[config.mk]
export PLATFORM = sky130hd
export DESIGN_NAME = axis_uart_frame_rx
export DESIGN_NICKNAME = d
export VERILOG_FILES = /design/src/rtl/axis_uart_frame_rx.sv
export SDC_FILE = /design/constraint.sdc
export NUM_CORES = 1
export LEC_CHECK = 0
export BUFFER_PORTS_ARGS = -buffer_cell sky130_fd_sc_hd__buf_4
export CAP_MARGIN = 10
export CORE_MARGIN = 3
export CORE_UTILIZATION = 60
export CTS_CLUSTER_DIAMETER = 80
export DETAILED_ROUTE_END_ITERATION = 16
export HOLD_SLACK_MARGIN = 0.12
export PLACE_DENSITY = 0.76
export SYNTH_ARGS = -nofsm -noshare
export SYNTH_HDL_FRONTEND = slang
export SYNTH_SLANG_ARGS = --single-unit
[constraint.sdc]
create_clock -name clk_i -period 6.4 [get_ports clk_i]
set_clock_uncertainty 0.15 [all_clocks]
set_input_delay 1.92 -clock clk_i [delete_from_list [all_inputs] [get_ports clk_i]]
set_output_delay 1.92 -clock clk_i [all_outputs]
set_load 0.1 [all_outputs]
[src/rtl/axis_uart_frame_rx.sv]
`default_nettype none
// ============================================================================
// Module   : axis_uart_frame_rx
// Purpose  : Frame parser behind a UART byte receiver. Finds SOF/LEN/payload
//            (plus optional XOR checksum) frames, buffers the payload and
//            releases it on an AXI-Stream master with tlast once validated.
//            Bad length, bad checksum and inter-byte timeouts drop the frame
//            and raise a one-cycle flag.
// Options  : define AXIS_UART_FRAME_CHK_EN to require the trailing CHK byte
//            (XOR of LEN and all payload bytes). Undefined: frame ends after
//            the last payload byte and err_chk_o is tied low.
// Revision : 1.0 - initial release
// ============================================================================
module axis_uart_frame_rx #(
  parameter logic [7:0] SOF_BYTE       = 8'hA5,
  parameter int         MAX_LEN        = 64,
  parameter int         TIMEOUT_CYCLES = 100_000
) (
  input  logic       clk_i,
  input  logic       arst_i,
  input  logic [7:0] s_axis_tdata,
  input  logic       s_axis_tvalid,
  output logic       s_axis_tready,
  output logic [7:0] m_axis_tdata,
  output logic       m_axis_tvalid,
  output logic       m_axis_tlast,
  input  logic       m_axis_tready,
  output logic       frame_ok_o,
  output logic       err_len_o,
  output logic       err_chk_o,
  output logic       err_timeout_o
);

  localparam int c_cnt_w = $clog2(MAX_LEN + 1);
  localparam int c_adr_w = (MAX_LEN > 1) ? $clog2(MAX_LEN) : 1;
  localparam int c_tmo_w = $clog2(TIMEOUT_CYCLES + 1);

  localparam logic [c_cnt_w-1:0] c_cnt_one  = c_cnt_w'(1);
  localparam logic [c_tmo_w-1:0] c_tmo_one  = c_tmo_w'(1);
  localparam logic [c_tmo_w-1:0] c_tmo_last = c_tmo_w'(TIMEOUT_CYCLES - 1);
  localparam logic [8:0]         c_max_len  = 9'(MAX_LEN);

  typedef enum logic [2:0] {
    S_IDLE = 3'd0,
    S_LEN  = 3'd1,
    S_PAY  = 3'd2,
    S_CHK  = 3'd3,
    S_OUT  = 3'd4
  } state_t;

  state_t r_state;
  state_t w_state_nxt;

  logic [7:0]         r_buf [MAX_LEN];
  logic [c_cnt_w-1:0] r_len;
  logic [c_cnt_w-1:0] r_wr_idx;
  logic [c_cnt_w-1:0] r_rd_idx;
  logic [c_tmo_w-1:0] r_tmo;

  logic r_frame_ok;
  logic r_err_len;
  logic r_err_tmo;

  logic w_acc;
  logic w_sof;
  logic w_in_frame;
  logic w_len_bad;
  logic w_pay_last;
  logic w_out_last;
  logic w_tmo_hit;
  logic w_load_len;
  logic w_wr_en;
  logic w_rd_inc;
  logic w_ok;
  logic w_len_err;
  logic w_tmo_err;
  logic w_chk_err;

`ifdef AXIS_UART_FRAME_CHK_EN
  logic [7:0] r_xor;
  logic       r_err_chk;
`endif

  // Input readiness depends on state only; OUT blocks new bytes.
  assign s_axis_tready = (r_state != S_OUT);
  assign w_acc         = s_axis_tvalid && s_axis_tready;
  assign w_sof         = w_acc && (r_state == S_IDLE) && (s_axis_tdata == SOF_BYTE);
  assign w_in_frame    = (r_state == S_LEN) || (r_state == S_PAY) || (r_state == S_CHK);
  assign w_len_bad     = (s_axis_tdata == 8'd0) || ({1'b0, s_axis_tdata} > c_max_len);
  assign w_pay_last    = (r_wr_idx == (r_len - c_cnt_one));
  assign w_out_last    = (r_rd_idx == (r_len - c_cnt_one));
  assign w_tmo_hit     = (r_tmo == c_tmo_last);

  assign m_axis_tvalid = (r_state == S_OUT);
  assign m_axis_tlast  = m_axis_tvalid && w_out_last;
  assign m_axis_tdata  = m_axis_tvalid ? r_buf[r_rd_idx[c_adr_w-1:0]] : 8'h00;
  assign w_rd_inc      = m_axis_tvalid && m_axis_tready;

  assign frame_ok_o    = r_frame_ok;
  assign err_len_o     = r_err_len;
  assign err_timeout_o = r_err_tmo;

  // State register.
  always_ff @(posedge clk_i or posedge arst_i) begin
    if (arst_i) begin
      r_state <= S_IDLE;
    end else begin
      r_state <= w_state_nxt;
    end
  end

  // Next-state decode and datapath strobes; accepted bytes take priority over
  // a timeout expiring on the same cycle.
  always_comb begin
    w_state_nxt = r_state;
    w_load_len  = 1'b0;
    w_wr_en     = 1'b0;
    w_ok        = 1'b0;
    w_len_err   = 1'b0;
    w_tmo_err   = 1'b0;
    w_chk_err   = 1'b0;
    unique case (r_state)
      S_IDLE: begin
        if (w_sof) begin
          w_state_nxt = S_LEN;
        end
      end
      S_LEN: begin
        if (w_acc) begin
          if (w_len_bad) begin
            w_len_err   = 1'b1;
            w_state_nxt = S_IDLE;
          end else begin
            w_load_len  = 1'b1;
            w_state_nxt = S_PAY;
          end
        end else if (w_tmo_hit) begin
          w_tmo_err   = 1'b1;
          w_state_nxt = S_IDLE;
        end
      end
      S_PAY: begin
        if (w_acc) begin
          w_wr_en = 1'b1;
          if (w_pay_last) begin
`ifdef AXIS_UART_FRAME_CHK_EN
            w_state_nxt = S_CHK;
`else
            w_ok        = 1'b1;
            w_state_nxt = S_OUT;
`endif
          end
        end else if (w_tmo_hit) begin
          w_tmo_err   = 1'b1;
          w_state_nxt = S_IDLE;
        end
      end
`ifdef AXIS_UART_FRAME_CHK_EN
      S_CHK: begin
        if (w_acc) begin
          if (s_axis_tdata == r_xor) begin
            w_ok        = 1'b1;
            w_state_nxt = S_OUT;
          end else begin
            w_chk_err   = 1'b1;
            w_state_nxt = S_IDLE;
          end
        end else if (w_tmo_hit) begin
          w_tmo_err   = 1'b1;
          w_state_nxt = S_IDLE;
        end
      end
`endif
      S_OUT: begin
        if (w_rd_inc && w_out_last) begin
          w_state_nxt = S_IDLE;
        end
      end
      default: begin
        w_state_nxt = S_IDLE;
      end
    endcase
  end

  // Length, index and inter-byte timeout counters plus registered pulses.
  always_ff @(posedge clk_i or posedge arst_i) begin
    if (arst_i) begin
      r_len      <= '0;
      r_wr_idx   <= '0;
      r_rd_idx   <= '0;
      r_tmo      <= '0;
      r_frame_ok <= 1'b0;
      r_err_len  <= 1'b0;
      r_err_tmo  <= 1'b0;
    end else begin
      if (w_load_len) begin
        r_len    <= s_axis_tdata[c_cnt_w-1:0];
        r_wr_idx <= '0;
      end else if (w_wr_en) begin
        r_wr_idx <= r_wr_idx + c_cnt_one;
      end

      if (w_ok) begin
        r_rd_idx <= '0;
      end else if (w_rd_inc) begin
        r_rd_idx <= r_rd_idx + c_cnt_one;
      end

      // Cleared by any accepted byte (including the SOF that enters LEN);
      // only counts while a frame is being received.
      if (w_acc || !w_in_frame) begin
        r_tmo <= '0;
      end else begin
        r_tmo <= r_tmo + c_tmo_one;
      end

      r_frame_ok <= w_ok;
      r_err_len  <= w_len_err;
      r_err_tmo  <= w_tmo_err;
    end
  end

  // Payload storage; contents are only meaningful after a valid frame.
  always_ff @(posedge clk_i) begin
    if (w_wr_en) begin
      r_buf[r_wr_idx[c_adr_w-1:0]] <= s_axis_tdata;
    end
  end

`ifdef AXIS_UART_FRAME_CHK_EN
  // Running XOR of LEN and payload, restarted on every SOF.
  always_ff @(posedge clk_i or posedge arst_i) begin
    if (arst_i) begin
      r_xor     <= 8'h00;
      r_err_chk <= 1'b0;
    end else begin
      if (w_sof) begin
        r_xor <= 8'h00;
      end else if (w_load_len) begin
        r_xor <= s_axis_tdata;
      end else if (w_wr_en) begin
        r_xor <= r_xor ^ s_axis_tdata;
      end
      r_err_chk <= w_chk_err;
    end
  end

  assign err_chk_o = r_err_chk;
`else
  assign err_chk_o = 1'b0;
`endif

endmodule
`default_nettype wire
# Word level (Yosys, flattened, before mapping)
# Memory sizes are Yosys's and may differ from the RTL's.
# Index checks and enable logic that the tools add are counted.
dict set report word_totals {
  ff_bits 44
  ramBits 512
  in_bits 12
  output_inout_bits 15
  word_cells 73
  n_memories 1
}
dict set report classes {
  add_sub_neg 4
  n_lt_le_gt_ge 1
  n_eq_ne 12
  mux 30
  reduce_logical 17
}
# memory words width rd rd_clocked_by_memory_dff write_ports line
set mem_list {}
lappend mem_list {r_buf 64 8 1 0 1 54} ;# logic [7:0] r_buf [MAX_LEN];
# operator n
set ops {}
lappend ops {{2-to-1 mux 7 bit} 4}
lappend ops {{2-to-1 mux 3 bit} 6}
lappend ops {{adder 17 x 1 -> 17 bit (second input constant)} 1}
lappend ops {{equality test 17 bit (second input constant)} 1}
lappend ops {{2-to-1 mux 17 bit} 1}
lappend ops {{2-to-1 mux 1 bit} 16}
lappend ops {{adder 7 x 1 -> 7 bit (second input constant)} 2}
lappend ops {{equality test 7 bit} 2}
lappend ops {{case mux 3 bit (4 select lines)} 1}
lappend ops {{equality test 8 bit (second input constant)} 1}
lappend ops {{> comparator 8 x 7 -> 1 bit (second input constant)} 1}
lappend ops {{zero test 8 bit} 1}
lappend ops {{2-to-1 mux 8 bit} 1}
lappend ops {{subtractor 7 x 1 -> 7 bit (second input constant)} 1}
lappend ops {{equality test 3 x 2 -> 1 bit (second input constant)} 2}
lappend ops {{logical AND 1 bit} 6}
lappend ops {{inequality test 3 bit (second input constant)} 2}
lappend ops {{logical OR 1 bit} 4}
lappend ops {{nonzero test 2 bit} 2}
lappend ops {{equality test 3 x 1 -> 1 bit (second input constant)} 1}
lappend ops {{equality test 3 bit (second input constant)} 1}
lappend ops {{zero test 3 bit} 1}
lappend ops {{AND reduction 3 bit} 1}
lappend ops {{2-to-1 mux 2 bit} 1}
lappend ops {{other kinds (4)} 4}

# Longest topological paths before layout
# Gate-level depths: netlist of run 1.
dict set report logic_depth {
  word_depth 6
  depth_mapped 10
  ltp_nobuf 8
}

# Worst setup path before layout of run 1
# Ideal clock, no wire load.
dict set report synth_timing {
  path_type {flip-flop to output port}
  start {register r_state[0]}
  end {output port m_axis_tdata[7]}
  arrival_time_ps 5627
  required_ps 4330
  slack_ps -1297
  path_stages_with_launch 6
  n_path_buf 0
  path_cell_list {dfrtp_1 > nor2_1 > nand2_1 > inv_1 > nand2_1 > o41ai_1}
}
dict set report synth_between {
  elab_chain_len 2
}
# element line
set synth_lines {}
lappend synth_lines {{start: declaration} 51} ;# state_t r_state;
lappend synth_lines {{start signal: assignment} 108} ;# r_state <= w_state_nxt;
lappend synth_lines {{equality test 3 bit} 94} ;# assign m_axis_tvalid = (r_state == S_OUT);
lappend synth_lines {{net m_axis_tvalid} 25} ;# output logic m_axis_tvalid,
lappend synth_lines {{2-to-1 mux 8 bit} 96} ;# assign m_axis_tdata = m_axis_tvalid ? r_buf[r_rd_idx[c_adr_w-1:0]] : 8'h00;
lappend synth_lines {{end: declaration} 24} ;# output logic [7:0] m_axis_tdata,
# The timed path passes the listed nets, and every way through them passes these cells.

# Worst setup path in the final report of run 1
dict set report layout_timing {
  start {register r_rd_idx[0]}
  end {output port m_axis_tdata[5]}
}
dict set report layout_between {
  elab_chain_len 2
}
# element line
set layout_lines {}
lappend layout_lines {{start: declaration} 57} ;# logic [c_cnt_w-1:0] r_rd_idx;
lappend layout_lines {{start signal: assignment} 206} ;# r_rd_idx <= r_rd_idx + c_cnt_one;
lappend layout_lines {{memory read (64 x 8 bit)} --}
lappend layout_lines {{2-to-1 mux 8 bit} 96}
# No other way between the ends.

==> summary by stage, run 1 <==
Place
The congestion estimate from routability-driven global placement came to 0.866. The sum of net half-perimeters after detailed placement is 30500 um. In this run the tool buffered the top-level ports with 25 buffer cells.

Clock network
The tree is rooted in a clkbuf_16. The number of buffers added for setup after CTS is 0. Clock tree synthesis inserted a total of 54 buffers. The number of gates resized after CTS is 0.

The number of sinks on the clock net is 556. The clock tree from TritonCTS is done. Hold repair after CTS inserted 0 buffers.

The H-tree was split into 2 levels. The clock latency on the worst-skew pair is 0.60 ns. After clock tree synthesis, the clock-pin slew on the worst setup and hold paths is 0.06 ns. The number of buffers between clock root and the deepest sink is 3.

Floorplan
From left edge to right edge, the die measures 199 um. The placeable core region is 0.0366 mm2. The floorplan step set the die height to 199 um. The top-level I/O count is 27.

The floorplan has 70 rows. The starting utilization of the core area is 0.610. The die footprint is 0.0396 mm2.

Drt
In the routed design, unresolved DRC markers number 0. The count of TritonRoute iterations in the first routing pass is 5. The overall via count from detail_route is 11595. In the final routed layout, each cell accounts on average for 28.6 um. The vias per cell is 6.57. The detailed router finished its first iteration with 1348 violations. The remaining antenna violation count after routing is 0.

Summed over all layers, the routed wires come to 50500 um.

Timing
For the pin with the worst max-slew slack, the measured transition is 1.03 ns. The final critical-path share of the clock period is 0.926. The maximum clock rate is 0.169 GHz. The post-layout minimum cycle time is 5.92 ns. The worst slew margin relative to its limit is 0.313. Setup repair after global routing left no endpoint under its margin. The final number of max-transition violations came to 0. Setup violations remaining at the end of the flow were counted as 0. The final worst hold slack is 0.336 ns. The number of failing hold endpoints at the final stage is 0.

Finish
Compared with the post-synthesis result, the final layout area differs by 10.2%. For this run, the share of the core covered by cells in the final layout is 0.672. The area of all sequential standard cells is 0.0165 mm2. The fraction of layout instances using a drive strength above 1 is 0.192.

The number of nets in the finished design is 1271. The number of antenna diodes in the final layout is 0. The filler cells instantiated in the layout total 2339.

Summing all multi-input logic gate instances after layout gives 0.00544 mm2.

Setup path
In this design, the stage delay of the slowest critical-path cell is 0.94 ns. In this design, the critical path's most frequently occurring cell is buf_4. The critical path endpoint category is an output port.

The type of the setup path with the least slack is flop to output port. In this run the worst path has a maximum fanout of 37. The kind of cell with the highest combined delay on the critical path is buffers and inverters. The largest individual stage delay along the critical path comes from the cell dfrtp_4.

The critical path contains buffers and inverters numbering 3 combined. STA classifies the critical path startpoint as a flop. The critical path goes through buf_4 -> buf_4 -> mux2i_1 -> a221oi_1 -> o21ai_0 -> and3_1 -> o21ai_0 -> buf_4. Data on the critical path is required at its endpoint by 4.33 ns. Data arrives at the worst endpoint at 3.85 ns.

Global routing
For this run, the total global-route usage over all layers was measured as 0.263. The wire length of the first global-routing pass is 74800 um. The global-route met3 utilization is 0.0654. The initial antenna violation count was 0. Entering global routing, the biggest net connects 68 pins.

The routing usage on met1 is 0.368. The number of global-route vias before repair is 11610. In the global route stage, met2 resource usage came out at 0.414. The global routing stage identified its most utilized layer as met2.

The total congestion overflow after global routing is 0.

Pwr
For this design the static power due to leakage is 8.03 nW. Summing internal, switching and leakage power gives 9.76 mW. The maximum vdd drop is 437 uV. For this design the ratio of total power to cell area is 397 mW/mm2.

Synthesis
Synthesis instantiated 56 different standard cells from the library. In the post-synthesis netlist, the biggest area contributors are edfxtp_1, mux4_2, dfrtp_1. The proportion of register bits with asynchronous set or reset after synthesis is 0.0791. Summing every instance area after synthesis gives 0.0223 mm2.

The share of the Yosys chip area taken by registers is 0.738. A synthesized cell averages 18.4 um2. Sorting the synthesized cells by how often they occur yields edfxtp_1, nor2_1, mux4_2. The total nets after synthesis is 1230.

The prevailing post-synth register cell is edfxtp_1. The count of warnings emitted by yosys is 0. The cell type with the highest aggregate area in the netlist is edfxtp_1. In the synthesized netlist, the number of instances is 1214. In the post-synthesis netlist, the cell with the most instances is edfxtp_1.

The synthesized design contains 512 enable-type register cells. After synthesis the netlist holds a flip-flop and latch count of 556. The top cell type's share of synthesized area is 0.688.

Min path
The type of the worst min-delay path is flop to flop.

Job
Max-cap violations in this run came to 0.

Outcome
The run finished with clean final reports.
==> path summary, 6_finish.rpt <==
kind / slack (ns) / endpoint / depth (start not counted) / start
max: 0.48 / m_axis_tdata[5] / 8 / r_rd_idx[0]
min: 0.34 / r_tmo[0] / 1 / r_tmo[0]
max reg2reg: 3.08 / r_buf[51][3] / 5 / r_state[0]
min reg2reg: 0.34 / r_tmo[0] / 1 / r_tmo[0]
max in group asynchronous: 4.03 / r_rd_idx[1] / 2 / arst_i
min in group asynchronous: 1.39 / r_tmo[1] / 2 / arst_i
==> kinds of logic after synthesis <==
kind of cell | Yosys count | synth area share
flip-flops | 556 | 0.738
AND/OR/NAND/NOR | 256 | 0.0546
multiplexers | 169 | 0.136
AO/OA/AOI/OAI | 111 | 0.0334
buffers and inverters | 75 | 0.0197
XOR/XNOR | 42 | 0.0165
adder cells (fa/ha/maj) | 4 | 0.00224
other | 1 | 0.000168
==> registers in the layout (all words and copies together), names as in the netlist <==
register / cells
r_buf: 512
r_rd_idx: 7
frame_ok_o: 1
r_tmo: 17
err_len_o: 1
r_len: 7
err_timeout_o: 1
r_state: 3
r_wr_idx: 7
==> worst reg2reg max path: cells and delay by family (launching register included) <==
| kind | cells | cell delay, ns |
|---|---|---|
| buffers and inverters | 1 | 0.11 |
| AND/OR/NAND/NOR | 4 | 2.23 |
| flip-flops | 1 | 0.43 |
==> through the flow <==
stage / cells / worst slack, ns / cell area [um2] / setup TNS (ns)
2_1_floorplan: 1214 / -0.316 / 22400 / -1.06
3_3_place_gp: 1667 / 1.15 / 23000 / 0
3_5_place_dp: 1667 / 1.12 / 23000 / 0
4_1_cts: 1764 / 0.444 / 24600 / 0
5_1_grt: 1764 / 0.249 / 24600 / 0
6_report: 1764 / 0.476 / 24600 / 0
==> final cells by class <==
| cell class | count | area share |
|---|---|---|
| clock buffers | 65 | 0.0579 |
| flip-flops and latches | 556 | 0.670 |
| inverters | 10 | 0.00153 |
| clock inverters | 32 | 0.00895 |
| repair buffers | 50 | 0.0168 |
| well taps | 468 | 0.0238 |
| multi-input cells | 583 | 0.221 |
==> metal layers <==
| metal | up-vias | share of wire |
|---|---|---|
| met4 | 0 | 0.029 |
| met2 | 570 | 0.49 |
| met5 | - | 0 |
| met3 | 105 | 0.094 |
| li1 | 4934 | - |
| met1 | 5986 | 0.39 |
==> report_power, final <==
group          switching (mW)  internal (mW)
sequential              0.152           3.99
combinational            1.57           1.06
clock                    1.29           1.69
==> placed cells by master, fill, tap and decap left out, types with 18 or more instances in the layout <==
| cell | netlist | final |
|---|---|---|
| edfxtp_1 | 512 | 512 |
| nor2_1 | 113 | 113 |
| mux4_2 | 106 | 106 |
| clkbuf_16 | 0 | 55 |
| mux2i_1 | 54 | 54 |
| buf_4 | 6 | 47 |
| nand2_1 | 42 | 42 |
| dfrtp_1 | 44 | 41 |
| xor2_1 | 27 | 27 |
| nand3_1 | 26 | 26 |
| o21ai_0 | 20 | 20 |
| clkinv_1 | 0 | 19 |
| o22ai_1 | 18 | 18 |
No activity file was read; power rests on OpenSTA's default activity.
==> inputs of run 2 (changes only) <==
--- a/config.mk
+++ b/config.mk
@@ -5,6 +5,7 @@
 export SDC_FILE = /design/constraint.sdc
 export NUM_CORES = 1
 export LEC_CHECK = 0
+export ABC_AREA = 1
 export BUFFER_PORTS_ARGS = -buffer_cell sky130_fd_sc_hd__buf_4
 export CAP_MARGIN = 10
 export CORE_MARGIN = 3
==> summary by stage, run 2 <==
Place
The global placement routability congestion is 0.875 (+0.97%). The count of input and output buffers is 25 (unchanged). The minimum setup slack after placement was 1.15 ns (+0.0301 ns). The cell total after placement is 2505 (+50%). The sum of net half-perimeters after detailed placement is 32700 um (+7.2%).

The placed cell area is 0.0238 mm2 (+3.7%).

Synthesis
The synthesized flop and latch total was 556 (unchanged). The synthesized instance count is 2057 (+69%). The number of synthesized flops with an enable pin is 512 (unchanged).

The top cell type's share of synthesized area is 0.658 (-0.0301). The fraction of the mapped netlist area in simple logic gates is 0.157 (+0.102). The count of warnings emitted by yosys is 0 (unchanged). Summed over all instances, the cell type with the most area after synthesis is edfxtp_1. The multiplexer fraction of the synthesized cell area was 0 (-0.136). By area, the combinational part of the netlist is dominated by simple AND/OR/NAND/NOR gates. The total nets after synthesis came to 2073 (+69%). The proportion of register bits with asynchronous set or reset after synthesis is 0.0791 (unchanged). The most used flip-flop cell after synthesis is edfxtp_1. The adder and majority cell fraction of the synthesized area was 0.00214 (-0.0000980). The proportion of synthesized chip area in sequential cells was 0.705 (-0.0322). The cell area after synthesis is 0.0234 mm2 (+4.6%). The post-synthesis average cell area was 11.4 um2 (-38%). The synthesized-area fraction occupied by xor and xnor cells is 0.00263 (-0.0138).

The synthesized-area fraction occupied by ao, oa, aoi and oai cells was 0.0926 (+0.0591). The dominant cell by count in the synthesized netlist is edfxtp_1. In the post-synthesis netlist, the biggest area contributors are edfxtp_1, nor2_1, o21ai_0.

In the synthesized netlist, the cells that appear most often are edfxtp_1, nor2_1, nand2_1. The number of distinct library cells after synthesis is 38 (-32%).

Setup path
The internal reg-to-reg setup slack was 2.57 ns (-0.51 ns). The critical path goes through inv_6 -> buf_12 -> nor2_1 -> o211ai_1 -> nand3_1 -> nand2_1 -> nand3_1 -> a21oi_1 -> buf_4. The startpoint identified for the worst register-to-register timing path is r_state[2].

The slowest stage of the critical path is the dfrtp_4 cell. The arrival time at the worst endpoint was 3.88 ns (+0.03 ns). The highest cell delay on the worst timing path came to 0.75 ns (-0.19 ns). STA classifies the critical path startpoint as a flop. The required time of the critical path is 4.33 ns (about the same). The cell that appears most often on the critical path is nand3_1.

The endpoint identified for the worst register-to-register timing path is r_buf[35][1]. The critical path endpoint category is an output port. The worst-path maximum fanout came to 74 (+100%). Broken down by cell family, the worst path's largest delay share belongs to buffers and inverters. The type of the setup path with the least slack is flop to output port. The number of cells traversed by the worst register-to-register path is 7 (+2). The combined buffer and inverter count along the critical path is 3 (unchanged).

Finish
Compared with the post-synthesis result, the final layout area differs by 9.31%. The number of flip-flops under the largest register name is 512 (unchanged). The area of all sequential standard cells is 0.0165 mm2 (about the same).

The fraction of layout instances using a drive strength above 1 was 0.0735 (-0.119). The number of nets in the finished design came to 2066 (+63%). The most frequent standard cell in the layout excluding fill and tap cells is edfxtp_1. The area taken by multi-input logic gates is 0.00595 mm2 (+9.3%). The filler cell count in the final layout is 2781 (+19%).

The design area is 0.0255 mm2 (+3.8%). The count of placed standard cells in the final layout, fillers left out is 2606 (+48%). The antenna diode count is 0 (unchanged).

The library cells used most frequently in the layout, excluding fill and tap cells, are edfxtp_1, nor2_1, nand2_1, o21ai_0, nand3_1.

Floorplan
The width of the die was 203 um (+2.2%). The placeable core region is 0.0380 mm2 (+3.9%). The top-level I/O count came to 27 (unchanged). The starting utilization of the core area came to 0.614 (+0.00421). The cell row count is 71 (+1.4%). The die footprint is 0.0413 mm2 (+4.4%).

The vertical die dimension is 203 um (+2.2%).

Pwr
The switching portion of total power is 0.351 (+0.0411). The fraction of power consumed by combinational cells was 0.291 (+0.021). The sequential power share was 0.407 (-0.017).

The maximum vdd drop is 371 uV (-15%). The internal power component came to 6.65 mW (-1.4%). The power per cell area is 401 mW/mm2 (+1.1%). The part of the total power dissipated in the clock network came to 0.303 (-0.003).

The leakage power of the design is 8.81 nW (+9.7%). The total net switching power is 3.59 mW (+19%).

Timing
Setup repair after global routing left no endpoint under its margin. The final worst hold slack is 0.321 ns (-0.0156 ns). The actual slew at the worst max-slew pin is 1.12 ns (+0.0912 ns). The number of failing hold endpoints at the final stage is 0 (unchanged). The maximum clock rate is 0.168 GHz (-0.38%).

The final worst-path setup slack is 0.453 ns (-0.0225 ns). The total negative slack for setup checks is 0 ns (unchanged). The final critical-path share of the clock period is 0.929 (+0.00352).

The worst slew margin relative to its limit was 0.254 (-0.0583). The post-layout minimum cycle time is 5.95 ns (+0.0225 ns). The setup-violating endpoint count in the final report was 0 (unchanged).

The final number of max-transition violations is 0 (unchanged).

Min path
The startpoint identified for the worst hold timing path is r_tmo[0]. For hold timing, the worst endpoint is r_tmo[0]. The min-delay analysis places its worst path in the category flop to flop.

The cell count of the worst hold path is 1 (unchanged).

Global routing
The wire length of the first global-routing pass came to 89500 um (+20%). The all-layer global routing usage is 0.280 (+0.0174). The maximum number of pins on one net before global-route repair is 202 (+200%). The initial antenna violation count is 0 (unchanged). The number of global-route vias before repair is 15685 (+35%).

The total congestion overflow after global routing is 0 (unchanged).

Drt
The starting DRC count in detailed routing was 2171 (+61%). The remaining antenna violation count after routing was 0 (unchanged). The count of TritonRoute iterations in the first routing pass is 5 (unchanged). The average routed wire per standard cell came to 22.2 um (-23%). The overall via count from detail_route was 15885 (+37%). The number of DRC violations after detailed routing was 0 (unchanged).

The total wirelength of the detailed-routed design is 57700 um (+14%). The vias per cell came to 6.10 (-7.3%).

Clock network
The clock transition at the registers of the reported paths was 0.06 ns (about the same). TritonCTS built the clock tree. The count of hold-fix buffers inserted at cts is 0 (unchanged).

The number of buffers created by CTS was 54 (unchanged). The number of buffers between clock root and the deepest sink is 3 (unchanged). The number of buffers added for setup after CTS was 0 (unchanged). The clock latency on the worst-skew pair is 0.58 ns (-0.02 ns). The number of sinks on the clock net was 556 (unchanged). The cell at the root of the clock tree is clkbuf_16. The number of H-tree levels came to 2 (unchanged). The number of gates resized after CTS was 0 (unchanged).

Job
The count of max-cap constraint violations is 0 (unchanged).

Outcome
The run finished with clean final reports.
[run 2: changes by cell type in the layout (fill, tap and decap cells not counted), moves of 17 or more]
cell / delta
a21oi_1: +25
nor2_1: +363
mux2i_1: -54
mux4_2: -106
o21ai_0: +232
xor2_1: -20
o21ai_1: +23
inv_1: +68
o211ai_1: +55
a22oi_1: -17
nand3_1: +89
nand2_1: +213
[run 2: cells by family after synthesis]
| group | count (synthesis) |
|---|---|
| compound gates | 395 |
| xor+xnor | 7 |
| fa+ha+maj | 4 |
| buf+inv | 192 |
| flops | 556 |
| other cells | 1 |
| simple gates | 902 |
[run 2: layer usage]
metal / global-route usage / vias to the layer above / wire length (um)
met5: 0 / - / 0
met4: 0.115 / 0 / 2450
met3: 0.0501 / 165 / 5860
met2: 0.449 / 937 / 27300
met1: 0.386 / 7574 / 22200
li1: - / 7209 / -
[run 2: worst register-to-register path: cells and delay by family, from the launching register on]
kind / cells / cell delay [ns]
and+or+nand+nor: 5 / 2.60
DFF: 1 / 0.40
buffers and inverters: 2 / 0.31
[run 2: worst max-delay path by stage]
| stage | cells after the start | to | slack (ns) | from |
|---|---|---|---|---|
| floorplan | 4 | m_axis_tdata[0] | 1.08 | r_state[0] |
| global placement | 9 | m_axis_tdata[1] | 1.17 | r_rd_idx[0] |
| detailed placement | 9 | m_axis_tdata[6] | 1.15 | r_rd_idx[0] |
| CTS | 9 | m_axis_tdata[6] | 0.51 | r_rd_idx[0] |
| global route | 9 | m_axis_tdata[6] | 0.33 | r_rd_idx[0] |
| finish | 9 | m_axis_tdata[6] | 0.45 | r_rd_idx[0] |
[run 2: layout make-up]
type | count | share of cell area
clock inverter | 28 | 0.00828
clock buffer | 73 | 0.0594
tap | 511 | 0.0250
inverter | 84 | 0.0125
timing repair buffer | 45 | 0.0162
multi-input combinational | 1309 | 0.233
sequential | 556 | 0.646
[run 2: stage by stage]
stage          utilization  total power, mW
6_report             0.671             10.2
5_1_grt              0.671             10.7
4_1_cts              0.671             10.2
3_5_place_dp         0.626             7.13
3_3_place_gp         0.626             7.07
2_1_floorplan            -             6.32
[run 2: power by group through the flow]
| stage | Sequential (mW) | Clock, mW | Combinational [mW] |
|---|---|---|---|
| after detailed placement | 4.23 | 0 | 2.90 |
| after CTS | 4.16 | 3.11 | 2.93 |
| after global routing | 4.17 | 3.26 | 3.26 |
| after floorplan | 4.15 | 0 | 2.17 |
| final | 4.16 | 3.10 | 2.97 |
| after global placement | 4.23 | 0 | 2.84 |
